==> src/rtl/pmod_jstk_spi_pkg.sv <==
// Shared types and constants for the PmodJSTK SPI poller.
package pmod_jstk_spi_pkg;

   typedef enum logic [2:0] {
      ST_IDLE  = 3'd0,
      ST_SETUP = 3'd1,
      ST_SHIFT = 3'd2,
      ST_GAP   = 3'd3,
      ST_DONE  = 3'd4
   } state_e;

   localparam logic [5:0] CMD_LED_PREFIX = 6'b100000;
   localparam int JOY_W = 10;
   localparam int BTN_W = 3;

   // Clock cycles from SETUP entry through the DONE cycle for one 5-byte poll.
   function automatic int txn_cycles(input int ss_setup, input int sclk_half, input int byte_gap);
      return ss_setup + 80 * sclk_half + 4 * byte_gap + 1;
   endfunction

endpackage

==> src/rtl/pmod_jstk_spi_byte_shift.sv <==
// One mode-0 SPI byte: first sclk rise on start, 16 half-periods, done on the last cycle.
module pmod_jstk_spi_byte_shift #(
   parameter int SCLK_HALF = 100
) (
   input  logic       clk,
   input  logic       clr,
   input  logic       start,
   input  logic [7:0] tx,
   input  logic       miso,
   output logic       sclk,
   output logic       mosi,
   output logic [7:0] rx,
   output logic       done
);

   localparam int HW = $clog2(SCLK_HALF);
   localparam logic [HW-1:0] HALF_LAST = HW'(SCLK_HALF - 1);

   if (SCLK_HALF < 2) begin : g_half_chk
      $error("pmod_jstk_spi_byte_shift: SCLK_HALF must be at least 2");
   end

   logic          active_q, active_d;
   logic [HW-1:0] half_q, half_d;
   logic [3:0]    edge_q, edge_d;
   logic          sclk_q, sclk_d;
   logic [7:0]    sh_q, sh_d;
   logic          mosi_q, mosi_d;

   // miso arrives through a 2-FF synchroniser, so it is captured as sclk falls: that
   // value is the line state two cycles earlier, i.e. during the high phase.
   always_comb begin
      active_d = active_q;
      half_d   = half_q;
      edge_d   = edge_q;
      sclk_d   = sclk_q;
      sh_d     = sh_q;
      mosi_d   = mosi_q;
      if (!active_q) begin
         mosi_d = tx[7];
         if (start) begin
            active_d = 1'b1;
            half_d   = '0;
            edge_d   = '0;
            sclk_d   = 1'b1;
            sh_d     = tx;
         end
      end else if (half_q != HALF_LAST) begin
         half_d = half_q + HW'(1);
      end else begin
         half_d = '0;
         if (edge_q == 4'd15) begin
            active_d = 1'b0;
         end else begin
            edge_d = edge_q + 4'd1;
            sclk_d = ~sclk_q;
            if (sclk_q) begin
               sh_d   = {sh_q[6:0], miso};
               mosi_d = (edge_q == 4'd14) ? 1'b0 : sh_q[6];
            end
         end
      end
   end

   always_ff @(posedge clk or posedge clr) begin
      if (clr) begin
         active_q <= 1'b0;
         half_q   <= '0;
         edge_q   <= '0;
         sclk_q   <= 1'b0;
         sh_q     <= '0;
         mosi_q   <= 1'b0;
      end else begin
         active_q <= active_d;
         half_q   <= half_d;
         edge_q   <= edge_d;
         sclk_q   <= sclk_d;
         sh_q     <= sh_d;
         mosi_q   <= mosi_d;
      end
   end

   assign sclk = sclk_q;
   assign mosi = mosi_q;
   assign rx   = sh_q;
   assign done = active_q && (half_q == HALF_LAST) && (edge_q == 4'd15);

endmodule

==> src/rtl/pmod_jstk_spi.sv <==
// PmodJSTK poller: one 5-byte SPI transaction per poll period, outputs updated atomically in DONE.
module pmod_jstk_spi
   import pmod_jstk_spi_pkg::*;
#(
   parameter int SCLK_HALF   = 100,
   parameter int SS_SETUP    = 1500,
   parameter int BYTE_GAP    = 1000,
   parameter int POLL_PERIOD = 1000000,
   parameter int JOY_INIT    = 512
) (
   input  logic             clk,
   input  logic             clr,
   input  logic [1:0]       leds,
   input  logic             miso,
   output logic             ss,
   output logic             sclk,
   output logic             mosi,
   output logic [JOY_W-1:0] joy_x,
   output logic [JOY_W-1:0] joy_y,
   output logic [BTN_W-1:0] btn,
   output logic             sample_valid,
   output logic             busy,
   output state_e           dbg_state
);

   localparam int PW   = $clog2(POLL_PERIOD);
   localparam int TMAX = (SS_SETUP > BYTE_GAP) ? SS_SETUP : BYTE_GAP;
   localparam int TW   = $clog2(TMAX + 1);
   localparam logic [PW-1:0] POLL_LAST  = PW'(POLL_PERIOD - 1);
   localparam logic [TW-1:0] SETUP_LAST = TW'(SS_SETUP - 1);
   localparam logic [TW-1:0] GAP_LAST   = TW'(BYTE_GAP - 1);

   if (txn_cycles(SS_SETUP, SCLK_HALF, BYTE_GAP) >= POLL_PERIOD) begin : g_period_chk
      $error("pmod_jstk_spi: transaction does not fit in POLL_PERIOD");
   end

   state_e          state_q, state_d;
   logic [PW-1:0]   poll_q, poll_d;
   logic [TW-1:0]   timer_q, timer_d;
   logic [2:0]      byte_idx_q, byte_idx_d;
   logic [7:0]      tx_q, tx_d;
   logic            ss_q, ss_d, busy_q, busy_d, sv_q, sv_d;
   logic            miso_meta_q, miso_sync_q;
   logic [7:0]      xlo_q, ylo_q;
   logic [1:0]      xhi_q, yhi_q;
   logic [JOY_W-1:0] joy_x_q, joy_y_q;
   logic [BTN_W-1:0] btn_q;
   logic            start, shift_done;
   logic [7:0]      rx_w;

   pmod_jstk_spi_byte_shift #(.SCLK_HALF(SCLK_HALF)) u_shift (
      .clk   (clk),
      .clr   (clr),
      .start (start),
      .tx    (tx_q),
      .miso  (miso_sync_q),
      .sclk  (sclk),
      .mosi  (mosi),
      .rx    (rx_w),
      .done  (shift_done)
   );

   // The poll counter ignores the FSM so transaction starts stay exactly one period apart.
   always_comb begin
      state_d    = state_q;
      timer_d    = timer_q;
      byte_idx_d = byte_idx_q;
      tx_d       = tx_q;
      start      = 1'b0;
      poll_d     = (poll_q == POLL_LAST) ? '0 : poll_q + PW'(1);
      case (state_q)
         ST_IDLE: if (poll_q == POLL_LAST) begin
            state_d    = ST_SETUP;
            tx_d       = {CMD_LED_PREFIX, leds};
            timer_d    = '0;
            byte_idx_d = '0;
         end
         ST_SETUP: if (timer_q == SETUP_LAST) begin
            state_d = ST_SHIFT;
            start   = 1'b1;
         end else begin
            timer_d = timer_q + TW'(1);
         end
         ST_SHIFT: if (shift_done) begin
            state_d = (byte_idx_q == 3'd4) ? ST_DONE : ST_GAP;
            timer_d = '0;
            tx_d    = 8'h00;
         end
         ST_GAP: if (timer_q == GAP_LAST) begin
            state_d    = ST_SHIFT;
            start      = 1'b1;
            byte_idx_d = byte_idx_q + 3'd1;
         end else begin
            timer_d = timer_q + TW'(1);
         end
         ST_DONE: state_d = ST_IDLE;
         default: state_d = ST_IDLE;
      endcase
      ss_d   = !(state_d inside {ST_SETUP, ST_SHIFT, ST_GAP});
      busy_d = (state_d != ST_IDLE);
      sv_d   = (state_d == ST_DONE);
   end

   always_ff @(posedge clk or posedge clr) begin
      if (clr) begin
         state_q     <= ST_IDLE;
         poll_q      <= '0;
         timer_q     <= '0;
         byte_idx_q  <= '0;
         tx_q        <= '0;
         ss_q        <= 1'b1;
         busy_q      <= 1'b0;
         sv_q        <= 1'b0;
         miso_meta_q <= 1'b0;
         miso_sync_q <= 1'b0;
         xlo_q       <= '0;
         xhi_q       <= '0;
         ylo_q       <= '0;
         yhi_q       <= '0;
         joy_x_q     <= JOY_W'(JOY_INIT);
         joy_y_q     <= JOY_W'(JOY_INIT);
         btn_q       <= '0;
      end else begin
         state_q     <= state_d;
         poll_q      <= poll_d;
         timer_q     <= timer_d;
         byte_idx_q  <= byte_idx_d;
         tx_q        <= tx_d;
         ss_q        <= ss_d;
         busy_q      <= busy_d;
         sv_q        <= sv_d;
         miso_meta_q <= miso;
         miso_sync_q <= miso_meta_q;
         if (shift_done) begin
            case (byte_idx_q)
               3'd0:    xlo_q <= rx_w;
               3'd1:    xhi_q <= rx_w[1:0];
               3'd2:    ylo_q <= rx_w;
               3'd3:    yhi_q <= rx_w[1:0];
               default: begin
                  joy_x_q <= {xhi_q, xlo_q};
                  joy_y_q <= {yhi_q, ylo_q};
                  btn_q   <= rx_w[BTN_W-1:0];
               end
            endcase
         end
      end
   end

   assign ss           = ss_q;
   assign busy         = busy_q;
   assign sample_valid = sv_q;
   assign joy_x        = joy_x_q;
   assign joy_y        = joy_y_q;
   assign btn          = btn_q;
   assign dbg_state    = state_q;

endmodule
==> config.mk <==
export PLATFORM = sky130hd
export DESIGN_NAME = pmod_jstk_spi
export DESIGN_NICKNAME = d
export VERILOG_FILES = /design/src/rtl/pmod_jstk_spi_pkg.sv /design/src/rtl/pmod_jstk_spi_byte_shift.sv /design/src/rtl/pmod_jstk_spi.sv
export SDC_FILE = /design/constraint.sdc
export NUM_CORES = 1
export LEC_CHECK = 0
export ABC_AREA = 1
export BUFFER_PORTS_ARGS = -buffer_cell sky130_fd_sc_hd__buf_2
export CAP_MARGIN = 15
export CORE_UTILIZATION = 51
export CTS_CLUSTER_DIAMETER = 150
export DETAILED_ROUTE_END_ITERATION = 16
export GPL_ROUTABILITY_DRIVEN = 0
export PLACE_DENSITY = 0.69
export SLEW_MARGIN = 20
export SYNTH_ARGS = -nofsm -noshare
export SYNTH_HDL_FRONTEND = slang
export SYNTH_SLANG_ARGS = --single-unit
==> constraint.sdc <==
create_clock -name clk -period 5.3 [get_ports clk]
set_input_delay 1.06 -clock clk [delete_from_list [all_inputs] [get_ports clk]]
set_output_delay 1.06 -clock clk [all_outputs]
set_load 0.02 [all_outputs]
### Yosys cells after proc, flatten, opt, wreduce, memory -nomap -nowiden

Index checks and enable logic that the tools add are counted.

| operators by class | value |
|---|---|
| add/sub/neg operators | 5 |
| eq/ne operators | 26 |
| muxes and demuxes | 46 |
| bitwise logic cells | 2 |
| reductions and logical operators | 23 |

Operator list:

| operator | number |
|---|---|
| $mux 8 | 7 |
| $mux 11 | 4 |
| $pmux 11 s4 | 1 |
| $mux 3 | 7 |
| $mux 7 | 3 |
| $add 20x1->20 const B | 1 |
| $eq 20x20->1 const B | 1 |
| $mux 20 | 1 |
| $eq 3x2->1 const B | 6 |
| $mux 4 | 4 |
| $ne 2x2->1 const B | 8 |
| $pmux 8 s2 | 1 |
| $mux 1 | 15 |
| $pmux 3 s4 | 1 |
| $reduce_and 3->1 | 4 |
| $add 11x1->11 const B | 1 |
| $eq 11x10->1 const B | 1 |
| $eq 11x11->1 const B | 1 |
| $reduce_and 2->1 | 5 |
| $eq 3x1->1 const B | 3 |
| $eq 4x4->1 const B | 2 |
| $add 7x1->7 const B | 1 |
| $eq 7x7->1 const B | 1 |
| $ne 7x7->1 const B | 1 |
| 15 further kinds | 22 |

| word-level totals | value |
|---|---|
| flip-flop bits (word level) | 115 |
| bits of input ports | 5 |
| output and inout bits | 31 |
| logic and storage cells | 125 |

### Depth between registers and ports, before layout

| logic depth | value |
|---|---|
| word-level depth | 8 |
| depth in mapped cells | 10 |
| depth with buffers taken out | 10 |

### Hierarchy

From an unflattened synthesis, not the netlist that was laid out.

| second synthesis, totals | value |
|---|---|
| cells, all modules | 688 |
| area, all modules | 5,662.9 µm² |

Modules (own cells, without submodules):

| module | instances | cells an instance | area an instance (µm²) |
|---|---|---|---|
| pmod_jstk_spi | 1 | 530 | 4,349.2 |
| pmod_jstk_spi_byte_shift | 1 | 158 | 1,313.8 |

### Worst setup path after synthesis

Ideal clock, no wire load.

| timing path | value |
|---|---|
| kind | register -> output |
| from | register joy_x_q[9] (netlist: joy_x[9]) |
| to | output joy_x[9] |
| arrival time | 0.563 ns |
| path slack | 3.677 ns |
| stages on the path, launching flop included | 1 |
| path through | dfstp_2 |

RTL lines:

| what | RTL line | source |
|---|---|---|
| from (decl) | pmod_jstk_spi.sv:46 | `logic [JOY_W-1:0] joy_x_q, joy_y_q;` |
| from (signal assigned) | pmod_jstk_spi.sv:120 | `joy_x_q <= JOY_W'(JOY_INIT);` |
| from (signal assigned) | pmod_jstk_spi.sv:141 | `joy_x_q <= {xhi_q, xlo_q};` |
| to (decl) | pmod_jstk_spi.sv:18 | `output logic [JOY_W-1:0] joy_x,` |

No word-level cell between the ends.

### Worst setup path after layout

| timing path | value |
|---|---|
| from | register joy_x_q[9] (netlist: joy_x[9]) |
| to | output joy_x[9] |

No word-level cell between the ends.

==> flow_metrics.tcl <==
set metrics [dict create \
    vias_per_cell 5.092 \
    p_per_area_nw_per_um2 221.0 \
    synth_nets 658 \
    yosys.area.top_type_share_pct 48.13 \
    cts_setup_buffers 0 \
    rows 37 \
    synthFlopType "dfrtp_1" \
    cp_max_fo 2 \
    cts_inserted_buffers 9 \
    io-pin-count 36 \
    min_period_ns 2.129 \
    hold_viol_final 0 \
    postSynthCellCount 643 \
    port_buffers 35 \
    ys_seq_area_share_pct 49.55 \
    outcome "complete, no violations" \
    slew_viol_final 0 \
    dp_hpwl_mm 7.688 \
    slowest_delay_ns 0.54 \
    synthArstFlopShare_pct 100.0 \
    timing.slew.headroom_pct 44.62 \
    crit_path_start_kind "flop" \
    tns_ns 0 \
    start_util_pct 53.17 \
    hold_path_startpoint "miso_meta_q" \
    drive_above_1_share_pct 18.09 \
    finalCritPeriodShare_pct 40.18 \
    cts_tree "yes" \
    cap_violations 0 \
    cpMaxStageDelayCell "dfstp_2" \
    setup-violations-final 0 \
    final_area_um2 5992 \
    wire_per_inst_um 13.14 \
    dieArea_um2 11330 \
    worstMarginPinSlew_ns 0.8307 \
    crit_path_start "joy_x[9]" \
    clk_pin_slew_ns 0.10 \
    root_buffer "clkbuf_8" \
    place_area_um2 5817 \
    drt_iter0_drc 175 \
    drt_wl_total_mm 10.72 \
    crit_required_ns 4.24 \
    antenna_found_initial 0 \
    ys_ff_latch 110 \
    htreeDepth 3 \
    area_growth_pct 7.715 \
    rsz0062_at_grt "false" \
    endpoint_kind "output pin" \
    max_freq_mhz 469.6 \
    layout_setup_ws_ns 3.171 \
    holdCritPathClass "reg2reg" \
    dpl_worst_slack_ns 2.910 \
    synth_top_area_cell "dfrtp_1" \
    diodes 0 \
    ant_nets 0 \
    grt_first_pass_wirelength_mm 18.63 \
    crit_buf_inv 1 \
    overflow 0 \
    final_net_count 690 \
    arrival_ns 1.07 \
    synth.avg_cell_area_um2 8.651 \
    synthesis.area_um2 5563 \
    cts_buffer_depth 2 \
    num_vias 4155 \
    hold_buffers 0 \
    clock-sinks 110 \
    core-area_um2 10460 \
    die_y_um 106.4 \
    cp_top_family "flip-flops" \
    synth_most_common_cell "nand2_1" \
    grt_pass1_vias 3990 \
    r2r_start "timer_q[0]" \
    drc_errors 0 \
    die_w_um 106.4 \
    grt_max_degree 70 \
    synth_edf_count 0 \
    fin_worst_skew_ns 0.008220 \
    yosysWarnings 0 \
    synth_area_leaders "dfrtp_1 48%, nand2_1 12%, inv_1 4.5%" \
    grt_usage_pct 20.68 \
    leakagePower_nw 2.951 \
    synth_cell_type_count 40 \
    insertion_delay_ns 0.37 \
    dr.pass1.iters 4 \
    vdd_ir_drop_max_uv 148.5 \
    path_cells "buf_2" \
    path_class "reg2out" \
    synthTopCellsByCount "179 x nand2_1, 107 x dfrtp_1, 67 x inv_1" \
    post_cts_resized 0 \
]
logic make-up (layout without fill, tap and decap cells):
family                     count (synthesis)  in the layout  share of synthesized area (%)
AOI/OAI and AO/OA                         69             69                          7.962
xor gates and xnor gates                  22             22                          3.464
adders and majority gates                 10             10                          2.249
buffers and inverters                     92            129                          7.062
DFF                                      110            110                          49.55
muxes                                      3              3                         0.5398
and+or+nand+nor                          337            337                          29.17
layout make-up:
cell class	instances	area (µm²)
Timing Repair Buffer	36	182.7
Tap cell	136	170.2
Sequential cell	110	2756
Multi-Input combinational cell	441	2414
Fill cell	1006	4471
Clock buffer	11	141.4
Inverter	77	294.0
Clock inverter	5	33.78
layer usage:
layer / GRT usage (%) / vias to the layer above / part of all wire, %
met1: 26.53 / 1966 / 46
li1: - / 2104 / -
met5: 0 / - / 0
met3: 5.089 / 11 / 4.2
met2: 34.46 / 74 / 48
met4: 6.458 / 0 / 1.2
worst paths after layout:
check	cells past startpoint	endpoint	slack, ns
hold reg to reg	0	miso_sync_q	0.36
max in group asynchronous	3	ss	3.40
hold / removal	0	miso_sync_q	0.36
setup / recovery	1	joy_x[9]	3.17
min in group asynchronous	2	joy_y[8]	0.84
setup reg to reg	8	timer_q[9]	3.24
flip-flops by register name (all words and copies together) (netlist names), 2 cells and up:
signal and flops:
u_shift.edge_q 4, timer_q 11, joy_y 10, byte_idx_q 3, btn 3, u_shift.rx 8, ylo_q 8, dbg_state 3
poll_q 20, tx_q 3, xlo_q 8, yhi_q 2, joy_x 10, u_shift.half_q 7, xhi_q 2
where the power goes:
| part | leakage [nW] | internal (W) | switching [W] |
|---|---|---|---|
| Combinational | 1.37 | 0.00000168 | 0.0000159 |
| Clock | 0.0857 | 0.000184 | 0.000282 |
| Sequential | 1.50 | 0.000839 | 0.000000175 |
| Total | 2.95 | 0.00103 | 0.000298 |
stage by stage:
step | hold WS (ns) | power, W | utilization, % | cells
floorplan | 0.3312 | 0.0008684 | - | 643
global placement | 0.3333 | 0.0008750 | 55.60 | 800
detailed placement | 0.3362 | 0.0008754 | 55.60 | 800
CTS | 0.3586 | 0.001345 | 57.27 | 816
global route | 0.3681 | 0.001373 | 57.27 | 816
finish | 0.3563 | 0.001324 | 57.27 | 816
placed cells by master, fill, tap and decap left out, drive strengths merged, types with 3 or more instances in the layout:
| master | count |
|---|---|
| nand2 | 190 |
| dfrtp | 107 |
| inv | 78 |
| nor2 | 64 |
| nand3 | 61 |
| o21ai | 43 |
| buf | 36 |
| xor2 | 18 |
| o21bai | 11 |
| clkbuf | 11 |
| ha | 10 |
| nand4 | 9 |
| nor3 | 8 |
| a21oi | 8 |
| o22ai | 5 |
| xnor2 | 4 |
| mux2i | 3 |
| dfstp | 3 |
Power figures use the tool's default switching activity.
